[src/rtl/load_store_unit.sv]
// load_store_unit: request-driven load/store FSM in front of a single-port data memory with alignment checking.
// Define LSU_SUBWORD_EN to enable byte/halfword accesses (read-modify-write stores, extended loads).
module load_store_unit #(
    parameter int ADDR_WIDTH = 12,
    parameter int DATA_WIDTH = 32
) (
    input  logic                  clk,
    input  logic                  reset,
    input  logic                  req_valid,
    output logic                  req_ready,
    input  logic                  req_write,
    input  logic [1:0]            req_size,
    input  logic                  req_unsigned,
    input  logic [ADDR_WIDTH-1:0] req_addr,
    input  logic [DATA_WIDTH-1:0] req_wdata,
    output logic                  rsp_valid,
    output logic [DATA_WIDTH-1:0] rsp_rdata,
    output logic                  rsp_error,
    output logic [ADDR_WIDTH-3:0] mem_Address,
    output logic [DATA_WIDTH-1:0] mem_WriteData,
    output logic                  mem_MemWrite,
    output logic                  mem_MemRead,
    input  logic [DATA_WIDTH-1:0] mem_ReadData
);
    typedef enum logic [1:0] {IDLE, READ, WRITE, RESP} stateT;
    stateT state;
    logic bad, rmw;
    logic [DATA_WIDTH-1:0] loadData, merged;
`ifdef LSU_SUBWORD_EN
    logic writeQ, unsignedQ;
    logic [1:0] sizeQ, offQ;
    logic [DATA_WIDTH-1:0] wdataQ, mask;
    logic [4:0] shamt;
    logic [7:0] byteLane;
    logic [15:0] halfLane;
    always_ff @(posedge clk)
        if (state == IDLE && req_valid) begin
            writeQ <= req_write;
            unsignedQ <= req_unsigned;
            sizeQ <= req_size;
            offQ <= req_addr[1:0];
            wdataQ <= req_wdata;
        end
    always_comb begin
        bad = req_size == 2'b11 || (req_size == 2'b01 && req_addr[0]) || (req_size == 2'b10 && req_addr[1:0] != 2'b00);
        shamt = {offQ, 3'b000};
        byteLane = mem_ReadData[shamt +: 8];
        halfLane = offQ[1] ? mem_ReadData[31:16] : mem_ReadData[15:0];
        loadData = sizeQ == 2'b00 ? {{(DATA_WIDTH-8){~unsignedQ & byteLane[7]}}, byteLane} :
                   sizeQ == 2'b01 ? {{(DATA_WIDTH-16){~unsignedQ & halfLane[15]}}, halfLane} : mem_ReadData;
        mask = (sizeQ == 2'b00 ? DATA_WIDTH'(8'hFF) : DATA_WIDTH'(16'hFFFF)) << shamt;
        merged = (mem_ReadData & ~mask) | ((wdataQ << shamt) & mask);
        rmw = writeQ;
    end
`else
    logic unusedUnsigned;
    assign unusedUnsigned = req_unsigned;
    always_comb begin
        bad = req_size != 2'b10 || req_addr[1:0] != 2'b00;
        loadData = mem_ReadData;
        merged = '0;
        rmw = 1'b0;
    end
`endif
    assign req_ready = state == IDLE;
    always_ff @(posedge clk) begin
        if (reset) begin
            state <= IDLE;
            rsp_valid <= 1'b0;
            rsp_error <= 1'b0;
            rsp_rdata <= '0;
            mem_Address <= '0;
            mem_WriteData <= '0;
            mem_MemWrite <= 1'b0;
            mem_MemRead <= 1'b0;
        end else begin
            case (state)
                IDLE: if (req_valid) begin
                    if (bad) begin
                        state <= RESP;
                        rsp_valid <= 1'b1;
                        rsp_error <= 1'b1;
                    end else if (!req_write || req_size != 2'b10) begin
                        state <= READ;
                        mem_MemRead <= 1'b1;
                        mem_Address <= req_addr[ADDR_WIDTH-1:2];
                    end else begin
                        state <= WRITE;
                        mem_MemWrite <= 1'b1;
                        mem_WriteData <= req_wdata;
                        mem_Address <= req_addr[ADDR_WIDTH-1:2];
                    end
                end
                READ: begin
                    mem_MemRead <= 1'b0;
                    if (rmw) begin
                        state <= WRITE;
                        mem_MemWrite <= 1'b1;
                        mem_WriteData <= merged;
                    end else begin
                        state <= RESP;
                        rsp_valid <= 1'b1;
                        rsp_rdata <= loadData;
                        mem_Address <= '0;
                    end
                end
                WRITE: begin
                    state <= RESP;
                    mem_MemWrite <= 1'b0;
                    mem_WriteData <= '0;
                    mem_Address <= '0;
                    rsp_valid <= 1'b1;
                end
                default: begin
                    state <= IDLE;
                    rsp_valid <= 1'b0;
                    rsp_error <= 1'b0;
                    rsp_rdata <= '0;
                end
            endcase
        end
    end
endmodule

[config.mk]
export PLATFORM = sky130hd
export DESIGN_NAME = load_store_unit
export DESIGN_NICKNAME = d
export VERILOG_FILES = /design/src/rtl/load_store_unit.sv
export SDC_FILE = /design/constraint.sdc
export NUM_CORES = 1
export LEC_CHECK = 0
export CAP_MARGIN = 20
export CORE_MARGIN = 10
export CORE_UTILIZATION = 37
export CTS_CLUSTER_SIZE = 14
export DETAILED_ROUTE_END_ITERATION = 7
export GPL_TIMING_DRIVEN = 0
export PLACE_DENSITY_LB_ADDON = 0.12
export SLEW_MARGIN = 20
export SYNTH_ARGS = -nofsm -noshare
export SYNTH_HDL_FRONTEND = slang
export SYNTH_SLANG_ARGS = --single-unit
[constraint.sdc]
create_clock -name clk -period 1.7 [get_ports clk]
set_input_delay 0.255 -clock clk [delete_from_list [all_inputs] [get_ports clk]]
set_output_delay 0.255 -clock clk [all_outputs]
set_load 0.02 [all_outputs]
# After elaboration in Yosys (flattened, before gate mapping)
# Index checks and enable logic that the tools add are counted.
[op_classes]
n_bitwise = 1
n_reduce_logical = 15
eq_ne = 8
n_mux = 24
[op_table]
columns = ["cell", "n"]
rows = [
  ["32-bit case mux with 2 select lines", 2],
  ["32-bit two-way mux", 3],
  ["10-bit two-way mux", 2],
  ["10-bit case mux with 2 select lines", 1],
  ["1-bit two-way mux", 8],
  ["2-bit != test (second input constant)", 4],
  ["1-bit case mux with 2 select lines", 4],
  ["4-bit AND reduction", 2],
  ["2-bit nonzero test", 4],
  ["2-bit two-way mux", 3],
  ["3-bit AND reduction", 2],
  ["2-bit by 1-bit != test with 1-bit output (second input constant)", 2],
  ["2-bit case mux with 2 select lines", 1],
  ["2-bit OR reduction", 2],
  ["2-bit by 1-bit equality test with 1-bit output (second input constant)", 1],
  ["2-bit equality test (second input constant)", 1],
  ["2-bit logical NOT", 1],
  ["1-bit logical OR", 2],
  ["2-bit AND reduction", 1],
  ["1-bit logical NOT", 1],
  ["1-bit NOT", 1],
]
[word_totals]
output_inout_bits = 79
input_bits = 83
elab_cells = 56
ff_bits = 80

# Longest topological paths before layout
# Gate-level depths: netlist of run 1.
[logic_depth]
depth_word = 6
ltp_mapped = 7
depth_no_buf = 5

# Worst setup path before layout of run 1
# No wires, ideal clock.
[synth_timing]
path_kind = "reg-to-reg"
startpoint = "register state[0]"
endpoint = "register mem_WriteData[27]"
path_slack_ns = -0.027
path_buffers = 2
stages_incl_launch_ff = 8
period_less_slack_ns = 1.727
required_time_ns = 1.568
setup_ns = 0.132
t_arrival_ns = 1.594
path_cell_list = "dfxtp_1 > inv_1 > ha_1 > buf_2 > nand4b_1 > clkbuf_1 > o211ai_1 > a21oi_1"
[synth_between]
elab_chain_cells = 3
word_cells_on_any_way = 8
classes_between = "eq/ne: 4; mux: 1; reduce/logical: 3"
[synth_lines]
columns = ["item", "line_no", "text"]
rows = [
  ["from (decl)", "26", "stateT state;"],
  ["from (signal assigned)", "68", "state <= IDLE;"],
  ["from (signal assigned)", "80", "state <= RESP;"],
  ["from (signal assigned)", "84", "state <= READ;"],
  ["2-bit logical NOT *", "--", ""],
  ["via req_ready", "10", "output logic req_ready,"],
  ["2-bit != test (no source line) or 2-bit nonzero test (tied branches)", "--", ""],
  ["4-bit AND reduction (no source line)", "--", ""],
  ["to (signal assigned)", "90", "mem_WriteData <= req_wdata;"],
  ["to (signal assigned)", "99", "mem_WriteData <= merged;"],
  ["to (decl)", "20", "output logic [DATA_WIDTH-1:0] mem_WriteData,"],
]
# Mark *: on every way through the listed nets, which the timed path passes. The rest lies on a longest branch.
# A chain may end at the register's enable or synchronous reset.

# Worst setup path after layout of run 1
[layout_timing]
startpoint = "input req_size[1]"
endpoint = "register rsp_valid"
[layout_between]
elab_chain_cells = 4
[layout_lines]
columns = ["item", "line_no", "text"]
rows = [
  ["from (decl)", "12", "input logic [1:0] req_size,"],
  ["2-bit != test", "59", "bad = req_size != 2'b10 || req_addr[1:0] != 2'b00;"],
  ["1-bit logical OR", "59", ""],
  ["2-bit by 1-bit != test with 1-bit output (no source line)", "--", ""],
  ["2-bit AND reduction (no source line)", "--", ""],
  ["to (signal assigned)", "69", "rsp_valid <= 1'b0;"],
  ["to (signal assigned)", "81", "rsp_valid <= 1'b1;"],
  ["to (signal assigned)", "102", "rsp_valid <= 1'b1;"],
  ["to (decl)", "16", "output logic rsp_valid,"],
]
# No other way between the ends.

==> impl_metrics.env, run 1 <==
export IMPL_ant_nets=0
export IMPL_clock_sinks=80
export IMPL_port_buffers=159
export IMPL_clk_pin_slew_ns=0.09
export IMPL_instances_no_fill=687
export IMPL_yosysUniqueCellTypes=35
export IMPL_pin_count=162
export IMPL_r2r_slack_ns=0.11
export IMPL_place_hpwl_um=9026
export IMPL_initial_core_util=0.3759
export IMPL_grt_pass1_wl_um=19060
export IMPL_worstSetupEndpointType="flop"
export IMPL_syn_inst=398
export IMPL_leakagePower_nw=1.833
export IMPL_min_period_over_period=0.9702
export IMPL_num_vias=3656
export IMPL_ys_warn_count=0
export IMPL_powerDensity_nw_per_um2=1158
export IMPL_r2r_start="state[0]"
export IMPL_slowest_delay_ns=0.51
export IMPL_hp_start="req_size[0]"
export IMPL_synth_seq_area_share=0.4655
export IMPL_dp_slack_ns=-0.3642
export IMPL_finalSetupViolCount=0
export IMPL_startpoint_type="primary input"
export IMPL_routabilityCongestion=0.7971
export IMPL_power_switching_mw=2.399
export IMPL_grt_start_max_net_pins=14
export IMPL_crit_type="primary input to flop"
export IMPL_netlist_area_um2=3441
export IMPL_arrival_ns=1.88
export IMPL_area_growth_pct=60.65
export IMPL_r2r_cells=8
export IMPL_final_area_um2=5528
export IMPL_slew_violations=0
export IMPL_place_inst=668
export IMPL_final_setup_tns_ns=0
export IMPL_wl_met2_um=5886
export IMPL_avgSynthCellArea_um2=8.645
export IMPL_antenna_found_initial=0
export IMPL_p_int_mw=4.002
export IMPL_synth_seq_cells=80
export IMPL_min_period_ns=1.649
export IMPL_max_freq_mhz=606.3
export IMPL_tightest_slew_ns=0.6990
export IMPL_hold_path_endpoint="mem_MemRead"
export IMPL_die_y_um=116.4
export IMPL_crit_slowest_cell="clkdlybuf4s50_1"
export IMPL_clock_skew_ns=0.01118
export IMPL_cts_buffer_depth=2
export IMPL_cts_hold_buf=0
export IMPL_crit_fanout=7
export IMPL_top_layer_used="met4"
export IMPL_grt_ovfl_total=0
export IMPL_drtPass1Iterations=6
export IMPL_clk_latency_ns=0.34
export IMPL_num_antenna_cells=0
export IMPL_cp_required_ns=1.93
export IMPL_cts_root_buffer="clkbuf_8"
export IMPL_dieArea_um2=13560
export IMPL_num_rows=35
export IMPL_combPwrFrac=0.426
export IMPL_timing_rr_end="mem_WriteData[29]"
export IMPL_cts_tree="yes"
export IMPL_maxCapViolCount=0
export IMPL_drc=0
export IMPL_h_tree_depth=3
export IMPL_ir_drop_mv=0.6084
export IMPL_drt_wl_total_um=12150
export IMPL_grt_pass1_vias=3746
export IMPL_wl_met1_um=5149
export IMPL_postLayoutSetupSlackWorst_ns=0.05069
export IMPL_dpl_instance_area_um2=5174
export IMPL_p_sw_frac=0.3748
export IMPL_syn_nets=485
export IMPL_numCtsBuffers=9
export IMPL_fill_cells=831
export IMPL_final_nets=658
export IMPL_avgViaCountPerCell=5.322
export IMPL_hp_class="primary input to flop"
export IMPL_status="finished clean"
export IMPL_post_route_cells_drive_above_1_share=0.09896
export IMPL_wl_met3_um=976
export IMPL_drtIter0Drc=238
export IMPL_hold_depth=4
export IMPL_grt_usage=0.1742
export IMPL_core_um2=9153
export IMPL_die_x_um=116.4
export IMPL_wl_per_cell_um=17.68
export IMPL_seqPwrFrac=0.334
export IMPL_worstPathCellList="clkdlybuf4s50_1 -> or4b_1 -> buf_2 -> a21oi_1 -> mux2_1"
export IMPL_hold_viol=0
export IMPL_power_frac_clock=0.240
export IMPL_slew_headroom=0.5340
==> cell usage in the layout (no fill, tap or decap), drive strengths merged, types with 2 or more instances in the layout <==
master	instances
a211oi	2
a21oi	66
a311o	3
a31oi	2
buf	14
bufinv	2
clkbuf	45
clkdlybuf4s50	155
clkinv	2
dfxtp	80
dlymetal6s2s	3
ha	4
inv	12
nand2	40
nand2b	9
nand3	32
nand4	2
nand4b	33
nor2	5
nor3b	2
nor4	3
nor4b	4
o211ai	32
o21ai	4
o32ai	7
==> layout make-up <==
class,count,area [um^2],share of cell area
Buffer,44,242.7,0.04391
Multi-Input combinational cell,261,1654,0.2992
Timing Repair Buffer,163,1628,0.2945
Tap cell,111,138.9,0.02512
Clock buffer,11,131.4,0.02377
Inverter,12,47.55,0.008601
Sequential cell,80,1604,0.2902
Clock inverter,5,81.33,0.01471
==> what timing repair did <==
item | in CTS | in global routing
buffers inserted | 3 | 0
pin swaps | 2 | 1
gates resized for setup | 31 | 30
cloned | 1 | 0
endpoints found under the setup margin | 77 | 70
hold endpoints to repair | 0 | 0
==> state kept, by name (all words and copies together) (netlist names) <==
name           count
rsp_rdata         32
mem_MemRead        1
state              2
mem_WriteData     32
rsp_valid          1
rsp_error          1
mem_MemWrite       1
mem_Address       10
==> metrics by stage <==
stage / utilization / hold WS [ns] / power (mW)
after floorplan: - / 0.4069 / 3.696
after global placement: 0.5653 / 0.4378 / 4.628
after detailed placement: 0.5653 / 0.4422 / 4.657
after CTS: 0.5982 / 0.3992 / 6.333
after global routing: 0.6040 / 0.4402 / 6.829
final: 0.6040 / 0.3943 / 6.401
==> cells in the mapped netlist <==
master	instances	area, um^2
and4b_1	1	10.01
o32ai_1	7	61.31
ha_1	4	50.05
nor2_1	5	18.77
o22ai_2	1	12.51
o21ai_0	4	20.02
or4b_1	1	10.01
clkbuf_1	36	135.1
o211ai_1	32	240.2
nor3_1	1	5.000
nor4_1	3	18.77
a21o_1	1	7.510
o31ai_1	1	7.510
buf_2	6	30.03
nand4_1	2	12.51
nor3b_2	1	12.51
dfxtp_1	80	1602
buf_1	3	11.26
nand4b_1	33	289.0
nor4b_1	3	26.28
nand2b_1	9	56.30
nor4b_2	1	15.01
inv_1	12	45.04
and3_1	1	6.260
or2_2	1	6.260
mux2_1	1	11.26
or3b_2	1	8.760
nor2b_1	1	6.260
nand3_1	32	160.2
nor3b_1	1	7.510
a31oi_1	2	12.51
nand2_1	40	150.1
a311o_1	3	30.03
a211oi_1	2	15.01
a21oi_1	66	330.3
==> cells by family (layout without fill, tap and decap cells) <==
| group | after synthesis | after routing | share of synthesized area |
|---|---|---|---|
| compound gates | 119 | 119 | 0.2142 |
| fa+ha+maj | 4 | 4 | 0.01455 |
| buf+inv | 57 | 235 | 0.06436 |
| flops | 80 | 80 | 0.4655 |
| mux | 1 | 1 | 0.003272 |
| simple gates | 137 | 137 | 0.2382 |
==> power by group through the flow <==
| stage | registers [mW] | logic, mW | clock network (mW) |
|---|---|---|---|
| finish | 2.14 | 2.73 | 1.54 |
| global route | 2.16 | 3.02 | 1.65 |
| CTS | 2.12 | 2.64 | 1.58 |
| detailed placement | 2.16 | 2.50 | 0 |
| global placement | 2.15 | 2.47 | 0 |
| floorplan | 2.31 | 1.39 | 0 |
==> worst max-delay path, delay by kind of cell <==
kind | cells | cell delay [ns]
and+or+nand+nor | 1 | 0.43
AOI/OAI and AO/OA | 1 | 0.17
muxes | 1 | 0.33
buffers and inverters | 2 | 0.69
==> layer usage <==
layer / vias up / global-route usage
met5: - / 0
met4: 0 / 0.05671
met3: 9 / 0.05239
met2: 125 / 0.2900
met1: 1721 / 0.2097
li1: 1801 / -
==> worst max-delay path by stage <==
stage / startpoint / to / slack [ns] / depth (start not counted)
2_1_floorplan: state[0] / mem_WriteData[27] / 0.04 / 7
3_3_place_gp: req_addr[1] / rsp_valid / -0.36 / 5
3_5_place_dp: req_addr[1] / mem_WriteData[29] / -0.36 / 6
4_1_cts: state[0] / mem_WriteData[29] / -0.007 / 7
5_1_grt: state[0] / mem_WriteData[5] / -0.005 / 8
6_report: req_size[1] / rsp_valid / 0.05 / 5
No activity file was read; power rests on OpenSTA's default activity.
==> run 2: changes to the inputs <==
--- a/config.mk
+++ b/config.mk
@@ -8,10 +8,12 @@
 export CAP_MARGIN = 20
 export CORE_MARGIN = 10
 export CORE_UTILIZATION = 37
+export CTS_CLUSTER_DIAMETER = 100
 export CTS_CLUSTER_SIZE = 14
 export DETAILED_ROUTE_END_ITERATION = 7
 export GPL_TIMING_DRIVEN = 0
 export PLACE_DENSITY_LB_ADDON = 0.12
+export SKIP_CTS_REPAIR_TIMING = 1
 export SLEW_MARGIN = 20
 export SYNTH_ARGS = -nofsm -noshare
 export SYNTH_HDL_FRONTEND = slang
==> impl_metrics.env, run 2 (synthesis gave the netlist of run 1 again) <==
export IMPL_num_vias=3648
export IMPL_fill_cells=824
export IMPL_maxCapViolCount=0
export IMPL_antenna_found_initial=0
export IMPL_ir_drop_mv=0.5634
export IMPL_clock_skew_ns=0.01009
export IMPL_h_tree_depth=3
export IMPL_grt_pass1_wl_um=18920
export IMPL_crit_fanout=7
export IMPL_clock_sinks=80
export IMPL_largest_registers="mem_WriteData (32), rsp_rdata (32), mem_Address (10)"
export IMPL_clk_pin_slew_ns=0.09
export IMPL_wl_per_cell_um=17.54
export IMPL_dp_slack_ns=-0.3642
export IMPL_leakagePower_nw=1.825
export IMPL_grt_pass1_vias=3712
export IMPL_core_um2=9153
export IMPL_slew_headroom=0.5410
export IMPL_status="finished clean"
export IMPL_min_period_ns=1.668
export IMPL_multi_input_comb_area_um2=1659
export IMPL_worstSetupEndpointType="flop"
export IMPL_tightest_slew_ns=0.6885
export IMPL_slowest_delay_ns=0.51
export IMPL_drt_wl_total_um=11990
export IMPL_post_route_cells_drive_above_1_share=0.09599
export IMPL_avgViaCountPerCell=5.333
export IMPL_finalSetupViolCount=0
export IMPL_rsz0062_at_grt="yes"
export IMPL_regArea_um2=1604
export IMPL_postLayoutSetupSlackWorst_ns=0.03158
export IMPL_num_antenna_cells=0
export IMPL_hp_class="primary input to flop"
export IMPL_max_freq_mhz=599.4
export IMPL_drtPass1Iterations=4
export IMPL_worstPathCellList="clkdlybuf4s50_1 -> or4b_1 -> clkbuf_4 -> a21oi_1 -> mux2_1"
export IMPL_crit_slowest_cell="clkdlybuf4s50_1"
export IMPL_cts_tree="yes"
export IMPL_area_growth_pct=59.78
export IMPL_drc=0
export IMPL_final_nets=655
export IMPL_final_common_cell="clkdlybuf4s50_1"
export IMPL_ant_nets=0
export IMPL_numCtsBuffers=9
export IMPL_arrival_ns=1.89
export IMPL_cts_buffer_depth=2
export IMPL_pin_count=162
export IMPL_hold_viol=0
export IMPL_slew_violations=0
export IMPL_drtIter0Drc=251
export IMPL_cts_root_buffer="clkbuf_8"
export IMPL_layout_common_cells="155 x clkdlybuf4s50_1, 78 x dfxtp_1, 66 x a21oi_1"
export IMPL_routabilityCongestion=0.7971
export IMPL_cp_required_ns=1.93
export IMPL_die_x_um=116.4
export IMPL_grt_start_max_net_pins=14
export IMPL_grt_usage=0.1725
export IMPL_initial_core_util=0.3759
export IMPL_final_setup_tns_ns=0
export IMPL_clk_latency_ns=0.34
export IMPL_crit_type="primary input to flop"
export IMPL_powerDensity_nw_per_um2=1162
export IMPL_dieArea_um2=13560
export IMPL_port_buffers=159
export IMPL_startpoint_type="primary input"
export IMPL_die_y_um=116.4
export IMPL_place_hpwl_um=9026
export IMPL_num_rows=35
export IMPL_grt_ovfl_total=0
export IMPL_min_period_over_period=0.9814
## run 2: where the power goes
part	internal (mW)	switching, mW
clock network	0.830	0.702
registers	2.03	0.0910
logic	1.12	1.61
total	3.99	2.40
## run 2: worst paths after layout
check / start / endpoint / slack, ns / depth (start not counted)
setup / recovery: req_size[1] / rsp_valid / 0.03 / 5
hold / removal: req_size[0] / mem_MemRead / 0.39 / 4
setup reg to reg: state[0] / mem_WriteData[29] / 0.09 / 8
hold reg to reg: rsp_rdata[11] / rsp_rdata[11] / 0.45 / 2
## run 2: metrics by stage
stage | hold WS [ns] | instance area (um^2) | utilization | std cells | power [mW]
3_3_place_gp | 0.4378 | 5174 | 0.5653 | 668 | 4.628
6_report | 0.3948 | 5498 | 0.6007 | 684 | 6.388
5_1_grt | 0.4438 | 5498 | 0.6007 | 684 | 6.820
2_1_floorplan | 0.4069 | 3443 | - | 398 | 3.696
4_1_cts | 0.3992 | 5386 | 0.5885 | 684 | 6.200
3_5_place_dp | 0.4422 | 5174 | 0.5653 | 668 | 4.657
## run 2: critical path, delay by kind of cell
family | cells | cell delay [ns]
AND/OR/NAND/NOR | 1 | 0.43
buffers and inverters | 2 | 0.70
multiplexers | 1 | 0.33
AO/OA/AOI/OAI | 1 | 0.17
## run 2: layout make-up
cell class                 instances  area share
buffer                            43     0.04028
multi-input combinational        261      0.3018
clock inverter                     5     0.01479
inverter                          12    0.008193
sequential                        80      0.2918
timing repair buffer             161      0.2940
clock buffer                      11     0.02390
tap                              111     0.02526
## run 2: metal layers
layer,wire [um],GRT usage,up-vias
met5,0,0,-
met1,4951,0.2082,1716
li1,-,-,1793
met4,116,0.05671,0
met3,996,0.05239,8
met2,5930,0.2858,131
==> run 3: changes to the inputs <==
--- a/config.mk
+++ b/config.mk
@@ -5,14 +5,15 @@
 export SDC_FILE = /design/constraint.sdc
 export NUM_CORES = 1
 export LEC_CHECK = 0
+export ABC_AREA = 1
 export CAP_MARGIN = 20
 export CORE_MARGIN = 10
-export CORE_UTILIZATION = 37
+export CORE_UTILIZATION = 40
 export CTS_CLUSTER_DIAMETER = 100
 export CTS_CLUSTER_SIZE = 14
 export DETAILED_ROUTE_END_ITERATION = 7
 export GPL_TIMING_DRIVEN = 0
-export PLACE_DENSITY_LB_ADDON = 0.12
+export PLACE_DENSITY = 0.74
 export SKIP_CTS_REPAIR_TIMING = 1
 export SLEW_MARGIN = 20
 export SYNTH_ARGS = -nofsm -noshare
==> constraint.sdc (replaced) <==
create_clock -name clk -period 1.9 [get_ports clk]
set_input_delay 0.285 -clock clk [delete_from_list [all_inputs] [get_ports clk]]
set_output_delay 0.285 -clock clk [all_outputs]
set_load 0.02 [all_outputs]
==> impl_metrics.env, run 3 <==
export IMPL_status="finished clean"
export IMPL_total_power_mw=7.119
export IMPL_r2r_start="state[0]"
export IMPL_crit_type="flop to flop"
export IMPL_synth_edf_count=0
export IMPL_yosys_most_used_dff="dfxtp_1"
export IMPL_combPwrFrac=0.505
export IMPL_p_int_mw=4.164
export IMPL_cts_root_buffer="clkbuf_8"
export IMPL_area_growth_pct=52.62
export IMPL_h_tree_depth=3
export IMPL_final_common_cell="clkdlybuf4s50_1"
export IMPL_avgViaCountPerCell=5.069
export IMPL_grt_pass1_vias=3899
export IMPL_crit_path_start="state[0]"
export IMPL_power_switching_mw=2.955
export IMPL_r2r_slack_ns=0.16
export IMPL_hold_viol=0
export IMPL_core_um2=8806
export IMPL_ir_drop_mv=0.8576
export IMPL_clk_pin_slew_ns=0.08
export IMPL_synth_seq_cells=80
export IMPL_synthTopCellsByCount="80 x a21oi_1, 80 x dfxtp_1, 68 x nand2_1, 47 x nor2_1, 44 x inv_1"
export IMPL_drtIter0Drc=314
export IMPL_finalSetupViolCount=0
export IMPL_maxCapViolCount=0
export IMPL_antenna_found_initial=0
export IMPL_synthArstFlopShare=0
export IMPL_numCtsBuffers=9
export IMPL_avgSynthCellArea_um2=7.479
export IMPL_timing_rr_end="mem_WriteData[21]"
export IMPL_rsz0062_at_grt="no"
export IMPL_leakagePower_nw=2.157
export IMPL_netlist_area_um2=3657
export IMPL_post_route_cells_drive_above_1_share=0.08485
export IMPL_num_vias=3893
export IMPL_tightest_slew_ns=0.5517
export IMPL_yosysUniqueCellTypes=23
export IMPL_hp_class="primary input to flop"
export IMPL_p_sw_frac=0.4151
export IMPL_cts_buffer_depth=2
export IMPL_layout_common_cells="158 x clkdlybuf4s50_1, 80 x a21oi_1, 80 x dfxtp_1"
export IMPL_grt_pass1_wl_um=19320
export IMPL_port_buffers=159
export IMPL_yosysTopAreaCell="dfxtp_1"
export IMPL_cts_tree="yes"
export IMPL_routabilityCongestion=0.8530
export IMPL_die_x_um=115.6
export IMPL_slew_violations=0
export IMPL_min_period_ns=1.739
export IMPL_initial_core_util=0.4153
export IMPL_place_inst=756
export IMPL_pin_count=162
export IMPL_seqPwrFrac=0.307
export IMPL_instances_no_fill=768
export IMPL_clock_skew_ns=0.01162
export IMPL_crit_fanout=10
export IMPL_worstSetupEndpointType="flop"
export IMPL_ant_nets=0
export IMPL_num_antenna_cells=0
export IMPL_die_y_um=115.6
export IMPL_startpoint_type="flop"
export IMPL_clock_sinks=80
export IMPL_largest_registers="mem_WriteData (32), rsp_rdata (32), mem_Address (10)"
export IMPL_final_nets=744
export IMPL_grt_ovfl_total=0
export IMPL_slew_headroom=0.6322
export IMPL_endpoint="mem_WriteData[21]"
export IMPL_min_period_over_period=0.9154
export IMPL_drc=0
export IMPL_syn_nets=576
export IMPL_num_rows=34
export IMPL_grt_start_max_net_pins=13
export IMPL_synth_seq_area_share=0.4379
export IMPL_place_hpwl_um=9476
export IMPL_dieArea_um2=13370
export IMPL_arrival_ns=2.01
export IMPL_drt_wl_total_um=12250
export IMPL_syn_inst=489
export IMPL_power_frac_clock=0.189
export IMPL_wl_per_cell_um=15.95
export IMPL_fill_cells=810
export IMPL_clk_latency_ns=0.34
export IMPL_synth_top_area_share=0.4379
export IMPL_drtPass1Iterations=4
export IMPL_grt_usage=0.1793
export IMPL_synth_area_top_cells="dfxtp_1 44%, a21oi_1 11%, nand2_1 7.0%"
export IMPL_powerDensity_nw_per_um2=1275
export IMPL_r2r_cells=10
export IMPL_max_freq_mhz=575.0
export IMPL_ys_warn_count=0
export IMPL_cp_required_ns=2.17
[run 3: cell types whose count changed in the layout (fill, tap and decap cells not counted), sizes merged, moves of 8 or more]
cell	change
nor2	+43
nand2	+30
o211ai	-32
nand4	+33
clkbuf	-11
inv	+34
nand2b	-9
nand4b	-33
buf	+8
a21oi	+14
nand3	+15
o21ai	+28
[run 3: logic make-up after synthesis]
kind of cell,synth area share
AOI/OAI and AO/OA,0.1533
adders and majority gates,0.01369
buffers and inverters,0.1211
DFF,0.4379
and+or+nand+nor,0.2740
[run 3: metal layers]
metal	wire (um)	track usage	vias up
li1	-	-	1958
met1	4806	0.1975	1771
met2	5761	0.2914	143
met3	1380	0.08269	21
met4	303	0.08090	0
met5	0	0	-
[run 3: area by class of cell]
| cell class | count | area (um^2) | area share |
|---|---|---|---|
| Buffer | 43 | 252.7 | 0.04528 |
| Multi-Input combinational cell | 318 | 1613 | 0.2889 |
| Tap cell | 108 | 135.1 | 0.02421 |
| Timing Repair Buffer | 159 | 1594 | 0.2856 |
| Sequential cell | 80 | 1602 | 0.2869 |
| Clock inverter | 4 | 70.07 | 0.01255 |
| Clock buffer | 10 | 137.6 | 0.02466 |
| Inverter | 46 | 177.7 | 0.03183 |
[run 3: metrics by stage]
| stage | hold WS (ns) | worst slack [ns] | TNS [ns] | cell area (um^2) | util |
|---|---|---|---|---|---|
| 5_1_grt | 0.3652 | 0.01253 | 0 | 5582 | 0.6338 |
| 6_report | 0.3190 | 0.1607 | 0 | 5582 | 0.6338 |
| 3_3_place_gp | 0.4333 | 0.03295 | 0 | 5384 | 0.6114 |
| 3_5_place_dp | 0.4341 | -0.01102 | -0.01861 | 5384 | 0.6114 |
| 2_1_floorplan | 0.4407 | 0.2525 | 0 | 3657 | - |
| 4_1_cts | 0.3063 | -0.04487 | -0.04487 | 5592 | 0.6350 |
[run 3: worst max-delay path: stages, from the launching register on]
cell	delay (ns)
dfxtp_1	0.38
inv_1	0.08
ha_1	0.24
buf_6	0.16
inv_4	0.09
nor2_8	0.05
inv_4	0.08
buf_6	0.15
buf_4	0.18
nand4_1	0.12
a21oi_1	0.16
[run 3: worst min-delay path by stage]
| stage | depth (start not counted) | slack (ns) | end | startpoint |
|---|---|---|---|---|
| finish | 4 | 0.32 | mem_MemRead | reset |
| global route | 4 | 0.37 | mem_MemRead | reset |
| CTS | 4 | 0.31 | mem_MemRead | reset |
| detailed placement | 2 | 0.43 | mem_MemRead | mem_MemRead |
| floorplan | 2 | 0.44 | rsp_error | req_valid |
| global placement | 2 | 0.43 | mem_MemRead | mem_MemRead |
[run 3: power by group through the flow]
| stage | logic (mW) | clock network (mW) | registers [mW] |
|---|---|---|---|
| 6_report | 3.59 | 1.34 | 2.18 |
| 5_1_grt | 3.96 | 1.45 | 2.22 |
| 4_1_cts | 3.64 | 1.38 | 2.18 |
| 3_5_place_dp | 3.63 | 0 | 2.22 |
| 3_3_place_gp | 3.57 | 0 | 2.20 |
| 2_1_floorplan | 1.86 | 0 | 2.59 |
